===== src/rtl/eq_bist.sv =====
// Exhaustive BIST sweep for the WIDTH-bit equality comparator; checks dut_equal against a == b.
// Optional first-failure capture is built only when EQ_BIST_FIRST_FAIL_EN is defined.
module eq_bist #(
  parameter int WIDTH  = 4,
  parameter int SETTLE = 1
) (
  input  logic               clk,
  input  logic               reset,
  input  logic               start,
  output logic [WIDTH-1:0]   dut_a,
  output logic [WIDTH-1:0]   dut_b,
  input  logic               dut_equal,
  output logic               busy,
  output logic               done,
  output logic               pass,
  output logic [2*WIDTH:0]   err_count,
  output logic               fail_valid,
  output logic [WIDTH-1:0]   fail_a,
  output logic [WIDTH-1:0]   fail_b,
  output logic               fail_equal
);

  localparam int CW = 2 * WIDTH;
  localparam int SW = (SETTLE > 1) ? $clog2(SETTLE) : 1;

  localparam logic [1:0] S_IDLE   = 2'd0;
  localparam logic [1:0] S_APPLY  = 2'd1;
  localparam logic [1:0] S_SAMPLE = 2'd2;
  localparam logic [1:0] S_DONE   = 2'd3;

  logic [1:0]    state_q, state_d;
  logic [CW-1:0] cnt_q, cnt_d;
  logic [SW-1:0] settle_q, settle_d;
  logic [CW:0]   err_q, err_d;
  logic          mismatch;
  logic          accept;

  // Operands come straight from the vector counter: {a, b} with b fastest.
  assign dut_a     = cnt_q[CW-1:WIDTH];
  assign dut_b     = cnt_q[WIDTH-1:0];
  assign busy      = (state_q == S_APPLY) || (state_q == S_SAMPLE);
  assign done      = (state_q == S_DONE);
  assign pass      = done && (err_q == '0);
  assign err_count = err_q;
  assign mismatch  = (state_q == S_SAMPLE) && (dut_equal != (dut_a == dut_b));
  assign accept    = start && ((state_q == S_IDLE) || (state_q == S_DONE));

  always_comb begin
    state_d  = state_q;
    cnt_d    = cnt_q;
    settle_d = settle_q;
    err_d    = err_q;
    case (state_q)
      S_IDLE, S_DONE: begin
        if (start) begin
          state_d  = S_APPLY;
          cnt_d    = '0;
          settle_d = '0;
          err_d    = '0;
        end
      end
      S_APPLY: begin
        if (settle_q == SW'(SETTLE - 1)) begin
          state_d  = S_SAMPLE;
          settle_d = '0;
        end else begin
          settle_d = settle_q + SW'(1);
        end
      end
      S_SAMPLE: begin
        if (mismatch) err_d = err_q + (CW + 1)'(1);
        settle_d = '0;
        if (cnt_q == '1) begin
          state_d = S_DONE;
          cnt_d   = '0;
        end else begin
          state_d = S_APPLY;
          cnt_d   = cnt_q + CW'(1);
        end
      end
      default: state_d = S_IDLE;
    endcase
  end

  always_ff @(posedge clk) begin
    if (reset) begin
      state_q  <= S_IDLE;
      cnt_q    <= '0;
      settle_q <= '0;
      err_q    <= '0;
    end else begin
      state_q  <= state_d;
      cnt_q    <= cnt_d;
      settle_q <= settle_d;
      err_q    <= err_d;
    end
  end

`ifdef EQ_BIST_FIRST_FAIL_EN
  logic             fail_valid_q, fail_valid_d;
  logic [WIDTH-1:0] fail_a_q, fail_a_d;
  logic [WIDTH-1:0] fail_b_q, fail_b_d;
  logic             fail_equal_q, fail_equal_d;

  always_comb begin
    fail_valid_d = fail_valid_q;
    fail_a_d     = fail_a_q;
    fail_b_d     = fail_b_q;
    fail_equal_d = fail_equal_q;
    if (accept) begin
      fail_valid_d = 1'b0;
      fail_a_d     = '0;
      fail_b_d     = '0;
      fail_equal_d = 1'b0;
    end else if (mismatch && !fail_valid_q) begin
      fail_valid_d = 1'b1;
      fail_a_d     = dut_a;
      fail_b_d     = dut_b;
      fail_equal_d = dut_equal;
    end
  end

  always_ff @(posedge clk) begin
    if (reset) begin
      fail_valid_q <= 1'b0;
      fail_a_q     <= '0;
      fail_b_q     <= '0;
      fail_equal_q <= 1'b0;
    end else begin
      fail_valid_q <= fail_valid_d;
      fail_a_q     <= fail_a_d;
      fail_b_q     <= fail_b_d;
      fail_equal_q <= fail_equal_d;
    end
  end

  assign fail_valid = fail_valid_q;
  assign fail_a     = fail_a_q;
  assign fail_b     = fail_b_q;
  assign fail_equal = fail_equal_q;
`else
  assign fail_valid = 1'b0;
  assign fail_a     = '0;
  assign fail_b     = '0;
  assign fail_equal = 1'b0;
`endif

endmodule


===== config.mk =====
export PLATFORM = sky130hd
export DESIGN_NAME = eq_bist
export DESIGN_NICKNAME = d
export VERILOG_FILES = /design/src/rtl/eq_bist.sv
export SDC_FILE = /design/constraint.sdc
export NUM_CORES = 1
export LEC_CHECK = 0
export ABC_CLOCK_PERIOD_IN_PS = 2300
export BUFFER_PORTS_ARGS = -buffer_cell sky130_fd_sc_hd__buf_2
export CAP_MARGIN = 20
export CORE_MARGIN = 1
export CORE_UTILIZATION = 40
export DETAILED_ROUTE_END_ITERATION = 10
export SLEW_MARGIN = 10
export SYNTH_ARGS = -nofsm -noshare
export SYNTH_HDL_FRONTEND = slang
export SYNTH_SLANG_ARGS = --single-unit

===== constraint.sdc =====
create_clock -name clk -period 2.3 [get_ports clk]
set_input_delay 0.115 -clock clk [delete_from_list [all_inputs] [get_ports clk]]
set_output_delay 0.115 -clock clk [all_outputs]
set_load 0.005 [all_outputs]

Yosys cells after proc, flatten, opt, wreduce, memory -nomap -nowiden. Index checks and enable logic that the tools add are counted.

Bits in registers: 20. Word-level logic and storage cells: 39. Input bits: 4. Output and inout bits: 30.

Reduce and logical (&&, ||, !) cells: 10. Multiplexer cells: 13. Add/sub/neg operators: 3. Eq/ne operators: 9.

Operator list (count): $mux 9 (2); $pmux 9 s2 (1); $mux 8 (2); $pmux 8 s2 (1); $add 9x1->9 const B (1); $logic_not 9->1 (1); $add 8x1->8 const B (1); $eq 8x8->1 const B (1); $mux 2 (3); $ne 2x2->1 const B (3); $pmux 2 s3 (1); $eq 2x2->1 const B (2); $eq 4x4->1 (1); $reduce_and 2->1 (2); $pmux 1 s3 (1); $reduce_and 3->1 (1); $eq 2x1->1 const B (1); $logic_and 1x1->1 (2); $logic_not 2->1 (1); $mux 1 (2); $reduce_bool 2->1 (1); $reduce_or 2->1 (1); $add 1x1->1 const B (1); $logic_or 1x1->1 (1); $ne 1x1->1 (1).

Logic depth before layout (Yosys ltp). Gate-level depths: netlist (run 1).

Depth in word-level cells: 5. Mapped depth: 8.

Least setup slack after synthesis (run 1). No wires, ideal clock.

Kind: register to register. Start: reg state_q[0]. End: reg cnt_q[6]. Arrival: 1803 ps. Clock period less this slack: 1874 ps. Cell stages (with the launch flop): 7. Setup slack: 426 ps. Cell sequence: dfxtp_1 > inv_1 > ha_1 > mux2_2 > nand2_1 > or4_1 > a21oi_1.

Longest elaborated chain between the ends: 4. Elaborated cells between the ends (all ways): 8. Those cells by class: eq/ne (3); mux (1); reduce/logical (4).

Ends and longest elaborated chain: from (decl) (RTL line 31) `logic [1:0] state_q, state_d;`; from (signal assigned) (RTL line 92) `state_q <= state_d;`; $eq 2x2->1 or $logic_not 2->1 (tied branches) (RTL line 53) `case (state_q)`; $reduce_or 2->1 (RTL line 53); $ne 2x2->1 (no line) or $reduce_bool 2->1 (tied branches); $reduce_and 2->1 (no line); to (signal assigned) (RTL line 93) `cnt_q <= cnt_d;`; to (decl) (RTL line 32) `logic [CW-1:0] cnt_q, cnt_d;`.

Parallel ways exist; a longest one is shown, timed or not. A chain may end at the register's enable or synchronous reset.

Final worst setup path (run 1). Same ends and word-level chain as after synthesis.

==> results of run 1 <==
-- power groups by stage --
stage                     logic [mW]  clock network, mW  registers, mW
after floorplan               0.0983                  0          0.346
after global placement         0.129                  0          0.347
after detailed placement       0.132                  0          0.347
after CTS                      0.133              0.191          0.340
after global routing           0.147              0.202          0.341
final                          0.133              0.176          0.340
-- per-layer routing --
layer	part of all wire (%)	wire, um	up-vias	track usage (%)
met5	0	0	-	0
met4	2.3	72	0	11.56
met1	43	1318	599	22.28
met2	49	1504	46	34.65
met3	6.0	185	6	6.154
li1	-	-	622	-
-- cell usage after synthesis, drive strengths merged, types with 3 or more instances --
cell type,instances
nand2,18
nand4,3
clkbuf,5
mux2i,3
and3,3
a21oi,12
or4,3
nor4,3
buf,10
ha,6
nor3,6
o21ai,4
nand3,8
nor2,12
and2,3
nand2b,3
inv,6
nand3b,5
dfxtp,19
xor2,5
-- cell usage in the layout (no fill, tap or decap), types with 3 or more instances in the layout --
cell and n:
dfxtp_1 19, nand3b_1 5, nor3_1 6, a21oi_1 12, ha_1 6, conb_1 10
or4_1 3, nand2b_1 3, nand4_1 3, mux2i_1 3, clkbuf_4 3, o21ai_0 4
nand3_1 8, xor2_1 5, and2_1 3, buf_2 23, nand2_1 18, inv_1 6
buf_4 6, nor2_1 12
-- state kept, by name, indices dropped and copies added (netlist names) --
name,cells
err_count,9
cnt_q,8
state_q,2
-- cell type report --
cell class / count / area share [%]
clock buffers: 3 / 1.541
clock inverters: 1 / 0.3425
repair buffers: 29 / 10.96
inverters: 6 / 1.541
multi-input cells: 131 / 55.82
well taps: 44 / 3.767
flip-flops and latches: 19 / 26.03
-- cell families (layout without fill, tap and decap cells) --
kind of cell	Yosys count	after routing	share of synthesized area, %
AO/OA/AOI/OAI	33	33	16.63
multiplexers	4	4	3.229
other	1	10	0.2933
adder cells (fa/ha/maj)	6	6	5.871
XOR/XNOR	6	6	4.697
buffers and inverters	21	39	9.100
flip-flops	19	19	29.75
AND/OR/NAND/NOR	72	72	30.43
-- worst paths after layout --
kind,startpoint,endpoint,slack (ns),depth (start not counted)
max reg2reg,state_q[0],cnt_q[6],0.23,6
max,state_q[0],cnt_q[6],0.23,6
min reg2reg,err_count[8],err_count[8],0.52,2
min,reset,cnt_q[5],0.20,2
-- per-stage QoR --
stage               area (um^2)  setup WS [ns]  cells
finish                     1461         0.2266    233
global route               1461        0.09011    233
CTS                        1461         0.2355    233
detailed placement         1434         0.2636    229
global placement           1434         0.3477    229
floorplan                  1313         0.4260    171
==> reports/qor.txt, run 1 <==
==============================================================================
Run status ......................................................    completed
Critical path buffers and inverters .............................            1
Clock tree from TritonCTS .......................................          yes
Share of the clock period used by the worst path ................       90.15%
Largest fanout of any net on the critical path ..................            7
Yosys warns .....................................................            0
Int Pwr .........................................................    0.4502 mW
Max cap viols ...................................................            0
Largest stage delay, worst path .................................      0.53 ns
Leakage power ...................................................    0.6369 nW
Count of filler cells inserted in the layout ....................          339
Final count of pins violating max slew ..........................            0
Finish-stage setup viols ........................................            0
Final routed wire length divided by cell count ..................     13.21 um
Number of buffers inserted during clock tree synthesis ..........            3
Maximum number of pins on one net before global-route repair ....           21
Initial antenna violation count .................................            0
Post-Syn Area per Cell ..........................................   7.893 um^2
Share of layout cells above drive strength 1 ....................       20.11%
Hold Slack ......................................................    0.2022 ns
Endpoint arrival time on the critical path ......................      2.32 ns
Cts repair resizes ..............................................            0
NetSw ...........................................................    0.1991 mW
Class of the tightest hold or removal check .....................    in -> reg
Maximum achievable frequency ....................................   0.4823 GHz
First-pass iteration count of the detailed router ...............            4
Clock network fraction of total power ...........................        27.2%
Combinational share of power ....................................        20.5%
Maximum root-to-sink buffer count ...............................            2
First-pass GRT wire length ......................................      5361 um
Vertical die dimension ..........................................     58.54 um
Critical path, cell by cell ..................................... inv_1 > ha_1 > mux2_2 > nand2_1 > or4_1 > a21oi_1
Final wirelength ................................................      3079 um
Clock Tree Root .................................................     clkbuf_4
Total power per unit cell area .................................. 444.3 nW/um^2
Iteration-0 DRC Markers .........................................           31
Summed instance area of the synthesized netlist .................    1279 um^2
DIE WIDTH .......................................................     58.54 um
Final global-route overflow total ...............................            0
Routed vias/inst ................................................        5.464
Final Hold Fails ................................................            0
Sum of negative setup slack .....................................         0 ns
Area growth from synthesis to layout ............................       14.29%
Via total after detailed routing ................................         1273
Skew-Pair Late Insertion Delay ..................................      0.31 ns
Boundary pin count ..............................................           34
Share of the synthesized area in the top cell type ..............       29.75%
Final weighted congestion in routability-driven placement .......       0.9433
Worst setup path class ..........................................   reg -> reg
# hold bufs at CTS ..............................................            0
Core area .......................................................    3053 um^2
Row count .......................................................           20
Cell type contributing the most total cell area after synthesis .      dfxtp_1
Total Nets Final ................................................          200
Count of unique library cells instantiated by Yosys .............           39
Area taken by flip-flops and latches ............................   380.4 um^2
Combined area of the multi-input logic cells ....................   815.8 um^2
Post-route core utilization .....................................       47.87%
Drt drc .........................................................            0
Detailed Place HPWL .............................................      2305 um
Tot GR Track Use ................................................       20.26%
Remaining antenna violation count ...............................            0
Seq pwr share ...................................................        52.3%
Share of synthesized registers carrying an async set or reset ...           0%
Number of global-route vias before repair .......................         1245
Initial core utilization ........................................       41.89%
Sink count of the clock tree ....................................           19
Min Tclk post-route .............................................     2.073 ns
Switching share of power ........................................       30.67%
Postcts setup bufs ..............................................            0
Setup repair after global routing missed its margin .............           no
Antenna cell count ..............................................            0
Seq cells post-synth ............................................           19
Dominant synthesized flop cell ..................................      dfxtp_1
Worst ir drop on vdd ............................................  0.0002855 V
Synthesized instance count ......................................          162
Die footprint ...................................................    3427 um^2
Setup clock skew after layout ...................................  0.008779 ns
Worst path top cell family by delay ............................. simple AND/OR/NAND/NOR gates
Buffers on Ports ................................................           23
Reg clk slew, reported paths ....................................      0.11 ns
Number of enable flip-flop cells after synthesis ................            0
Slowest stage cell, crit path ...................................        or4_1
Total power consumption of the routed design ....................    0.6493 mW
Critical path startpoint category ...............................    flip-flop
Crit. End Element ...............................................    flip-flop
Portion of the post-synthesis area used by sequential elements ..       29.75%
Cell types occupying the most area after synthesis .............. dfxtp_1 (30%), buf_4 (5.9%), ha_1 (5.9%), nand2_1 (5.3%), a21oi_1 (4.7%)
Required time at the endpoint of the critical path ..............      2.54 ns
H-Tree Level Count ..............................................            1
==============================================================================
(Power assumes the default switching activity.)
==> run 2, diff against run 1 <==
PLACE_DENSITY_LB_ADDON = 0.12   (was default)
==> run 2 against run 1 <==
  * Sequential cell count is the same
  * Sequential share of layout area is 0.13 points higher
  * Global-route usage is 1.2 points lower
  * Hold slack worse by 0.014 ns
==> reports/qor.txt, run 2 (synthesized netlist as in run 1, its figures left out) <==
=====================================================================================
Flip-flop count of the largest register after layout ...................            9   unchanged
Total Nets Final .......................................................          199   -0.50%
Flop2flop setup slack ..................................................      0.19 ns   -0.03 ns
Most frequent standard cell in the layout excluding fill and tap cells .        buf_2
Boundary pin count .....................................................           34   unchanged
Class of the tightest hold or removal check ............................    in -> reg
Met1 Routed Length .....................................................      1472 um   +12%
Final wirelength .......................................................      3100 um   +0.68%
Leakage power ..........................................................    0.6315 nW   -0.85%
R2R Path End ...........................................................     cnt_q[6]
Critical path buffers and inverters ....................................            1   unchanged
Die footprint ..........................................................    3427 um^2   unchanged
Highest metal layer with signal wires ..................................         met4
Row count ..............................................................           20   unchanged
Remaining antenna violation count ......................................            0   unchanged
Total power per unit cell area ......................................... 445.5 nW/um^2   +0.26%
Final routed wire length divided by cell count .........................     13.36 um   +1.1%
Setup clock skew after layout ..........................................  0.007363 ns   -0.001417 ns
Max cap viols ..........................................................            0   unchanged
Worst path top cell family by delay .................................... simple AND/OR/NAND/NOR gates
Clock tree from TritonCTS ..............................................          yes
Largest stage delay, worst path ........................................      0.54 ns   about the same
Amount of wire on met2 after detailed routing ..........................      1455 um   -3.3%
Number of cells traversed by the worst register-to-register path .......            6   unchanged
Tot GR Track Use .......................................................       19.08%   -1.2 points
Reg clk slew, reported paths ...........................................      0.12 ns   about the same
Sink count of the clock tree ...........................................           19   unchanged
Final weighted congestion in routability-driven placement ..............       0.8879   -5.9%
Share of the clock period used by the worst path .......................       91.62%   +1.5 points
First-pass GRT wire length .............................................      5023 um   -6.3%
Number of cells on the worst hold path .................................            3   +1
Critical path, cell by cell ............................................ inv_1 > ha_1 > mux2_2 > nand2_1 > or4_1 > a21oi_1
Worst ir drop on vdd ...................................................  0.0002342 V   -18%
Routed vias/inst .......................................................        5.366   -1.8%
Share of layout cells above drive strength 1 ...........................       19.68%   -0.42 points
Final Hold Fails .......................................................            0   unchanged
Slowest stage cell, crit path ..........................................        or4_1
# placed instances .....................................................          228   -0.44%
Maximum achievable frequency ...........................................   0.4746 GHz   -1.6%
Maximum root-to-sink buffer count ......................................            2   unchanged
Antenna cell count .....................................................            0   unchanged
Sum of met3 wire segment lengths after detailed routing ................       111 um   -40%
End point of the most critical hold path ...............................   state_q[0]
Crit. End Element ......................................................    flip-flop
Critical path startpoint category ......................................    flip-flop
Initial core utilization ...............................................       41.89%   unchanged
First-pass iteration count of the detailed router ......................            4   unchanged
Iteration-0 DRC Markers ................................................           35   +13%
Hold Path Origin .......................................................        start
DIE WIDTH ..............................................................     58.54 um   unchanged
Top library cells by usage in the layout, fill and taps aside .......... buf_2 (23), dfxtp_1 (19), nand2_1 (18)
Final global-route overflow total ......................................            0   unchanged
Buffers on Ports .......................................................           23   unchanged
Vertical die dimension .................................................     58.54 um   unchanged
Total power consumption of the routed design ...........................    0.6477 mW   -0.25%
Count of filler cells inserted in the layout ...........................          332   -2.1%
Initial antenna violation count ........................................            0   unchanged
H-Tree Level Count .....................................................            1   unchanged
Worst setup path class .................................................   reg -> reg
Run status .............................................................    completed
Postcts setup bufs .....................................................            0   unchanged
Required time at the endpoint of the critical path .....................      2.53 ns   about the same
Via total after detailed routing .......................................         1245   -2.2%
Sum of negative setup slack ............................................         0 ns   unchanged
# hold bufs at CTS .....................................................            0   unchanged
Number of global-route vias before repair ..............................         1121   -10%
Total number of cells along the worst setup path .......................            6   unchanged
Clock Tree Root ........................................................     clkbuf_4
Detailed Place HPWL ....................................................      2251 um   -2.4%
Largest fanout of any net on the critical path .........................            7   unchanged
Worst r2r src ..........................................................   state_q[0]
Cts repair resizes .....................................................            0   unchanged
Post-route core utilization ............................................       47.62%   -0.25 points
Core area ..............................................................    3053 um^2   unchanged
Number of buffers inserted during clock tree synthesis .................            3   unchanged
Final cell count without fillers .......................................          232   -0.43%
Skew-Pair Late Insertion Delay .........................................      0.30 ns   about the same
Drt drc ................................................................            0   unchanged
Min Tclk post-route ....................................................     2.107 ns   +0.03373 ns
Final count of pins violating max slew .................................            0   unchanged
Setup repair after global routing missed its margin ....................           no
Finish-stage setup viols ...............................................            0   unchanged
Maximum number of pins on one net before global-route repair ...........           21   unchanged
Area growth from synthesis to layout ...................................       13.70%
Endpoint arrival time on the critical path .............................      2.34 ns   +0.02 ns
=====================================================================================
run 2: area by class of cell:
cell class                 count  area [um^2]  area share (%)
clock buffer                   3        22.52           1.549
tap                           44        55.05           3.787
multi-input combinational    131        815.8           56.11
timing repair buffer          28        152.6           10.50
sequential                    19        380.4           26.16
inverter                       6        22.52           1.549
clock inverter                 1        5.005          0.3442
run 2: routing by layer:
| metal | GRT usage [%] | up-vias |
|---|---|---|
| met4 | 8.503 | 0 |
| met3 | 2.198 | 6 |
| li1 | - | 620 |
| met1 | 24.39 | 586 |
| met2 | 32.35 | 33 |
| met5 | 0 | - |
run 2: where the power goes:
part           switching, mW  internal [mW]
Sequential           0.00579          0.334
Combinational         0.0830         0.0494
Clock                  0.111         0.0647
Total                  0.199          0.448
run 2: worst max path at each step:
stage	start	endpoint
3_5_place_dp	state_q[0]	cnt_q[6]
5_1_grt	state_q[0]	cnt_q[6]
2_1_floorplan	state_q[0]	cnt_q[6]
3_3_place_gp	state_q[0]	cnt_q[6]
6_report	state_q[0]	cnt_q[6]
4_1_cts	state_q[0]	cnt_q[6]
run 2: worst min-delay path, stage by stage:
cell and delay [ns]:
buf_2 0.11, nand2b_1 0.15, a211oi_1 0.08
run 2: metrics by stage:
step / hold WS (ns) / instance area, um^2 / setup slack (ns)
finish: 0.1881 / 1454 / 0.1928
global route: 0.2079 / 1454 / 0.04968
CTS: 0.1743 / 1454 / 0.2072
detailed placement: 0.4842 / 1426 / 0.2494
global placement: 0.4734 / 1426 / 0.3451
floorplan: 0.3411 / 1313 / 0.4260
